===== src/rtl/avst_rr_arbiter_if.sv =====
// Avalon-ST bundle between NUM_REQ sources, the round-robin arbiter and one FIFO sink.
// The master side is the arbiter; the slave side is the surrounding sources and sink.
interface avst_rr_arbiter_if #(
    parameter int NUM_REQ    = 4,
    parameter int DATA_WIDTH = 32
);
    localparam int CH_W = $clog2(NUM_REQ);

    logic [NUM_REQ-1:0]            in_valid;
    logic [NUM_REQ-1:0]            in_ready;
    logic [NUM_REQ*DATA_WIDTH-1:0] in_data;
    logic                          out_valid;
    logic                          out_ready;
    logic [DATA_WIDTH-1:0]         out_data;
    logic [CH_W-1:0]               out_channel;
    logic                          busy;

    modport master (
        input  in_valid, in_data, out_ready,
        output in_ready, out_valid, out_data, out_channel, busy
    );

    modport slave (
        output in_valid, in_data, out_ready,
        input  in_ready, out_valid, out_data, out_channel, busy
    );
endinterface


===== src/rtl/avst_rr_arbiter.sv =====
// Round-robin arbiter: grants one Avalon-ST source for up to MAX_BURST beats and forwards
// each accepted beat through a single-entry output register tagged with its channel.
module avst_rr_arbiter #(
    parameter int NUM_REQ    = 4,
    parameter int DATA_WIDTH = 32,
    parameter int MAX_BURST  = 4
) (
    input logic               clk,
    input logic               areset,
    avst_rr_arbiter_if.master bus
);
    localparam int CH_W = $clog2(NUM_REQ);
    localparam logic [CH_W-1:0] LAST_IDX   = CH_W'(NUM_REQ - 1);
    localparam logic [CH_W:0]   NREQ_W     = (CH_W + 1)'(NUM_REQ);
    localparam logic [7:0]      BURST_LAST = 8'(MAX_BURST - 1);

    typedef enum logic {IDLE, GRANT} state_t;

    state_t                state, state_nxt;
    logic [CH_W-1:0]       g, g_nxt;
    logic [CH_W-1:0]       rr_ptr, rr_nxt;
    logic [7:0]            beat_cnt, beat_nxt;
    logic [CH_W-1:0]       pick_idx, idx;
    logic [CH_W:0]         sum;
    logic                  pick_found;
    logic                  sel_valid;
    logic [DATA_WIDTH-1:0] sel_data;
    logic                  slot_free;
    logic                  xfer;
    logic [NUM_REQ-1:0]    ready;
    logic                  out_valid_q;
    logic [DATA_WIDTH-1:0] out_data_q;
    logic [CH_W-1:0]       out_channel_q;

    // Scan from the highest offset down so the lowest offset from rr_ptr wins; the
    // explicit wrap keeps non-power-of-two NUM_REQ from ever producing an index >= NUM_REQ.
    always_comb begin
        pick_found = 1'b0;
        pick_idx   = rr_ptr;
        idx        = '0;
        sum        = '0;
        for (int k = NUM_REQ - 1; k >= 0; k--) begin
            sum = {1'b0, rr_ptr} + (CH_W + 1)'(k);
            if (sum >= NREQ_W) begin
                sum = sum - NREQ_W;
            end
            idx = sum[CH_W-1:0];
            if (bus.in_valid[idx]) begin
                pick_found = 1'b1;
                pick_idx   = idx;
            end
        end
    end

    always_comb begin
        sel_valid = 1'b0;
        sel_data  = '0;
        for (int i = 0; i < NUM_REQ; i++) begin
            if (g == CH_W'(i)) begin
                sel_valid = bus.in_valid[i];
                sel_data  = bus.in_data[i*DATA_WIDTH +: DATA_WIDTH];
            end
        end
    end

    assign slot_free = !out_valid_q || bus.out_ready;
    assign xfer      = (state == GRANT) && sel_valid && slot_free;

    always_comb begin
        ready = '0;
        for (int i = 0; i < NUM_REQ; i++) begin
            ready[i] = (state == GRANT) && slot_free && (g == CH_W'(i));
        end
    end

    always_comb begin
        state_nxt = state;
        g_nxt     = g;
        rr_nxt    = rr_ptr;
        beat_nxt  = beat_cnt;
        case (state)
            IDLE: begin
                if (pick_found) begin
                    state_nxt = GRANT;
                    g_nxt     = pick_idx;
                    beat_nxt  = '0;
                end
            end
            GRANT: begin
                if (xfer) begin
                    beat_nxt = beat_cnt + 8'd1;
                end
                // A stalled sink is not a release: beat_cnt and the grant simply hold.
                if ((xfer && (beat_cnt == BURST_LAST)) || !sel_valid) begin
                    state_nxt = IDLE;
                    rr_nxt    = (g == LAST_IDX) ? '0 : g + CH_W'(1);
                end
            end
            default: state_nxt = IDLE;
        endcase
    end

    always_ff @(posedge clk or posedge areset) begin
        if (areset) begin
            state         <= IDLE;
            g             <= '0;
            rr_ptr        <= '0;
            beat_cnt      <= '0;
            out_valid_q   <= 1'b0;
            out_data_q    <= '0;
            out_channel_q <= '0;
        end else begin
            state    <= state_nxt;
            g        <= g_nxt;
            rr_ptr   <= rr_nxt;
            beat_cnt <= beat_nxt;
            if (xfer) begin
                out_valid_q   <= 1'b1;
                out_data_q    <= sel_data;
                out_channel_q <= g;
            end else if (bus.out_ready) begin
                out_valid_q <= 1'b0;
            end
        end
    end

    assign bus.in_ready    = ready;
    assign bus.out_valid   = out_valid_q;
    assign bus.out_data    = out_data_q;
    assign bus.out_channel = out_channel_q;
    assign bus.busy        = (state == GRANT);
endmodule


===== src/flat_wrapper.sv =====
// flat-port wrapper written by rule: the top's interface ports become plain ports
module avst_rr_arbiter_flat 
#(
    parameter int NUM_REQ    = 4,
    parameter int DATA_WIDTH = 32,
    parameter int MAX_BURST  = 4
)
  (clk, areset, bus_in_valid, bus_in_data, bus_out_ready, bus_in_ready, bus_out_valid, bus_out_data, bus_out_channel, bus_busy);
  avst_rr_arbiter_if #(.NUM_REQ(NUM_REQ), .DATA_WIDTH(DATA_WIDTH)) bus_i ();
  input logic clk;
  input logic areset;
  input wire logic [$bits(bus_i.in_valid)-1:0] bus_in_valid;
  input wire logic [$bits(bus_i.in_data)-1:0] bus_in_data;
  input wire logic [$bits(bus_i.out_ready)-1:0] bus_out_ready;
  output wire logic [$bits(bus_i.in_ready)-1:0] bus_in_ready;
  output wire logic [$bits(bus_i.out_valid)-1:0] bus_out_valid;
  output wire logic [$bits(bus_i.out_data)-1:0] bus_out_data;
  output wire logic [$bits(bus_i.out_channel)-1:0] bus_out_channel;
  output wire logic [$bits(bus_i.busy)-1:0] bus_busy;
  assign bus_i.in_valid = bus_in_valid;
  assign bus_i.in_data = bus_in_data;
  assign bus_i.out_ready = bus_out_ready;
  assign bus_in_ready = bus_i.in_ready;
  assign bus_out_valid = bus_i.out_valid;
  assign bus_out_data = bus_i.out_data;
  assign bus_out_channel = bus_i.out_channel;
  assign bus_busy = bus_i.busy;
  avst_rr_arbiter #(.NUM_REQ(NUM_REQ), .DATA_WIDTH(DATA_WIDTH), .MAX_BURST(MAX_BURST)) u_core (.clk(clk), .areset(areset), .bus(bus_i));
endmodule

===== config.mk =====
export PLATFORM = sky130hd
export DESIGN_NAME = avst_rr_arbiter_flat
export DESIGN_NICKNAME = d
export VERILOG_FILES = /design/src/rtl/avst_rr_arbiter_if.sv /design/src/rtl/avst_rr_arbiter.sv /design/src/flat_wrapper.sv
export SDC_FILE = /design/constraint.sdc
export NUM_CORES = 1
export LEC_CHECK = 0
export CAP_MARGIN = 20
export CORE_MARGIN = 2
export CORE_UTILIZATION = 43
export CTS_CLUSTER_DIAMETER = 200
export DETAILED_ROUTE_END_ITERATION = 10
export PLACE_DENSITY = 0.94
export RECOVER_POWER = 50
export SYNTH_ARGS = -nofsm -noshare
export SYNTH_HDL_FRONTEND = slang
export SYNTH_SLANG_ARGS = --single-unit

===== constraint.sdc =====
create_clock -name clk -period 4.1 [get_ports clk]
set_input_delay 0.615 -clock clk [delete_from_list [all_inputs] [get_ports clk]]
set_output_delay 0.615 -clock clk [all_outputs]
set_load 0.01 [all_outputs]

==> summary.md <==
| Metric | Value |
|---|---|
| H-tree Lvls | `2` |
| Layout cells sized above 1 | `7.011%` |
| Clock-pin slew on the worst setup and hold paths | `90 ps` |
| Number of core rows | `31` |
| Ys async rst share | `100.0%` |
| Tot GR Track Use | `25.01%` |
| DRC | `0` |
| Yosys warns | `0` |
| Die height | `90.88 µm` |
| Setup Fix Bufs, Post-CTS | `0` |
| CP startpoint kind | `flip-flop` |
| Clock latency on the worst-skew pair | `290 ps` |
| Synth unique cells | `40` |
| Vias | `3533` |
| Adder-Cell Fraction of Synth Area | `1.928%` |
| Dpl hpwl | `8048 µm` |
| Slew @ Worst Pin | `598.6 ps` |
| Vias in the first global route | `3443` |
| Post-Route WL | `10640 µm` |
| TritonCTS Buffers | `5` |
| Root Buffer | `clkbuf_8` |
| First-pass GRT wire length | `16850 µm` |
| Slew Limit Fails | `0` |
| Status | `finished, final reports clean` |
| Hold Fails Final Rpt | `0` |
| Critical path type | `flip-flop to flip-flop` |
| Area fraction in compound gates after synthesis | `29.38%` |
| #FFs+latches synth | `48` |
| Crit path time final | `2910 ps` |
| Die width | `90.88 µm` |
| Clock tree sinks | `48` |
| Placer Congestion | `0.9029` |
| CP required | `4280 ps` |
| Primary FF master, synth | `dfrtp_1` |
| Final net count | `681` |
| Leading post-synthesis cells by cell area | `dfrtp_1 (37%), a21oi_1 (10%), a22o_1 (8.9%)` |
| Fin crit share | `70.98%` |
| CTS tree | `built` |
| Critical-path maximum fanout | `36` |
| VDD IR-drop max | `0.4892 mV` |
| IO Port Bufs | `174` |
| Area growth, synth to finish | `58.25%` |
| Largest net degree at the start of global routing | `49` |
| DIE AREA | `0.008259 mm²` |
| Power per standard cell area | `641.2 mW/mm²` |
| Inserted Diodes | `0` |
| Syn Nets | `526` |
| Post-Synth Simple-Gate Area | `10.02%` |
| Peak Freq | `343.6 MHz` |
| Bufs and invs on worst path | `2` |
| Final ANT Viol Nets | `0` |
| Synth top area share | `37.01%` |
| Worst Slack Setup Final | `1190 ps` |
| Slowest cell delay on critical path | `540 ps` |
| Final Setup Violations | `0` |
| XOR/XNOR Fraction of Synth Area | `0%` |
| Worst Path Arrival | `3090 ps` |
| Largest family of logic cells by synthesized area | `compound AO/OA/AOI/OAI gates` |
| Max_slew headroom | `60.09%` |
| Core Region | `0.007292 mm²` |
| Leading area contributor after synthesis | `dfrtp_1` |
| Setup TNS | `0 ps` |
| Sequential fraction of the synthesis area | `37.01%` |
| Avg Synthesized Cell Area | `8.408 µm²` |
| Vias per Instance | `5.512` |
| Synth top cells by count | `a21oi_1 (65), dfrtp_1 (48), nand2_1 (44)` |
| Starting DRC count in detailed routing | `210` |
| Hold Crit Class | `flip-flop to flip-flop` |
| Slowest stage cell, crit path | `ha_1` |
| Worst setup EP type | `flip-flop` |
| Hold Buf Count CTS | `0` |
| RSZ-0062 raised after global routing | `no` |
| EDFF count, synth | `0` |
| TritonRoute pass-1 iters | `5` |
| Initial core utilization | `44.51%` |
| Clock Skew | `7.248 ps` |
| Fill cells | `554` |
| Initial antenna violation count | `0` |
| Most common cell in the netlist | `a21oi_1` |
| Worst path top cell family by delay | `buffers and inverters` |
| Cells after Synth | `386` |
| Cell Chain, Critical Path | `inv_1, ha_1, nand3b_1, a211o_1, nor2_4, buf_4, mux2_2` |
| Area of the mapped netlist | `0.003246 mm²` |
| WL/cell | `16.60 µm` |
| Leak | `0.002233 µW` |
| Pre-CTS setup slack | `1194 ps` |
| Mux cell area share after synthesis | `13.03%` |
| Remaining Overflow, GRT | `0` |
| Max clock buf depth | `2` |
| # resized after CTS | `0` |
| IO Count | `175` |
| Max Cap Viol | `0` |
-- state kept, by name, summed over array words and instances, names as in the netlist --
signal and flops:
u_core.beat_cnt 8, u_core.rr_ptr 2, u_core.bus.out_channel 2, u_core.bus.out_valid 1, u_core.bus.busy 1, u_core.bus.out_data 32, u_core.g 2
-- power by group --
group	switching [µW]	internal, µW	total (µW)
Sequential	132	683	815
Combinational	1090	1090	2180
Clock	160	137	298
-- worst register-to-register path, cell delays in order, from the launching register on --
cell      delay [ps]
dfrtp_1          470
inv_1            130
ha_1             550
nand3b_1         200
a211o_1          440
nor2_4           150
buf_4            440
mux2_2           420
-- logic make-up (layout without fill, tap and decap cells) --
group	Yosys count	after routing
and+or+nand+nor	69	69
buffers and inverters	71	227
DFF	48	48
adders and majority gates	5	5
muxes	38	38
AOI/OAI and AO/OA	155	155
-- cells in the final DEF, fill, tap and decap left out, types with 4 or more instances in the layout --
cell type	netlist	routed
and3_1	5	5
clkbuf_8	0	6
dfrtp_1	48	48
nand2_1	44	44
a22o_1	33	33
mux2_2	15	15
clkdlybuf4s50_1	0	154
dlygate4sd3_1	0	20
inv_2	5	5
inv_1	34	34
o21ai_0	34	34
o21ai_1	5	5
a21oi_1	65	65
nand2b_1	4	4
buf_4	0	5
mux2i_1	4	4
mux2_1	19	19
-- worst paths after layout --
path	cells after the start	from	slack (ps)	to
min	1	u_core.bus.out_data[31]	490	u_core.bus.out_data[31]
max	7	u_core.g[0]	1190	u_core.bus.out_data[7]
min in group asynchronous	2	areset	660	u_core.bus.out_data[10]
max in group asynchronous	3	areset	2950	u_core.bus.out_data[14]
min reg2reg	1	u_core.bus.out_data[31]	490	u_core.bus.out_data[31]
max reg2reg	7	u_core.g[0]	1190	u_core.bus.out_data[7]
-- metrics by stage --
step	area [µm²]	std cells	total power [µW]	hold slack (ps)	util (%)
floorplan	3246	386	2218	449.6	-
global placement	5022	632	2938	464.7	68.87
detailed placement	5022	632	3039	477.1	68.87
CTS	5116	640	3348	489.4	70.16
global route	5136	641	3542	508.3	70.44
finish	5136	641	3293	489.5	70.44
-- routing by layer --
layer,vias to the layer above,track usage (%),routed length (µm)
met5,-,0,0
met4,0,4.924,138
met3,18,7.346,960
met2,167,47.76,5503
met1,1673,27.34,4041
li1,1675,-,-
-- layout make-up --
type | instances | area [µm²] | share of cell area (%)
timing repair buffer | 180 | 1799 | 35.03
clock buffer | 7 | 86.33 | 1.681
multi-input combinational | 267 | 1772 | 34.49
inverter | 39 | 146.4 | 2.850
tap | 99 | 123.9 | 2.412
sequential | 48 | 1201 | 23.39
clock inverter | 1 | 7.507 | 0.1462
No activity file was read; power rests on OpenSTA's default activity.
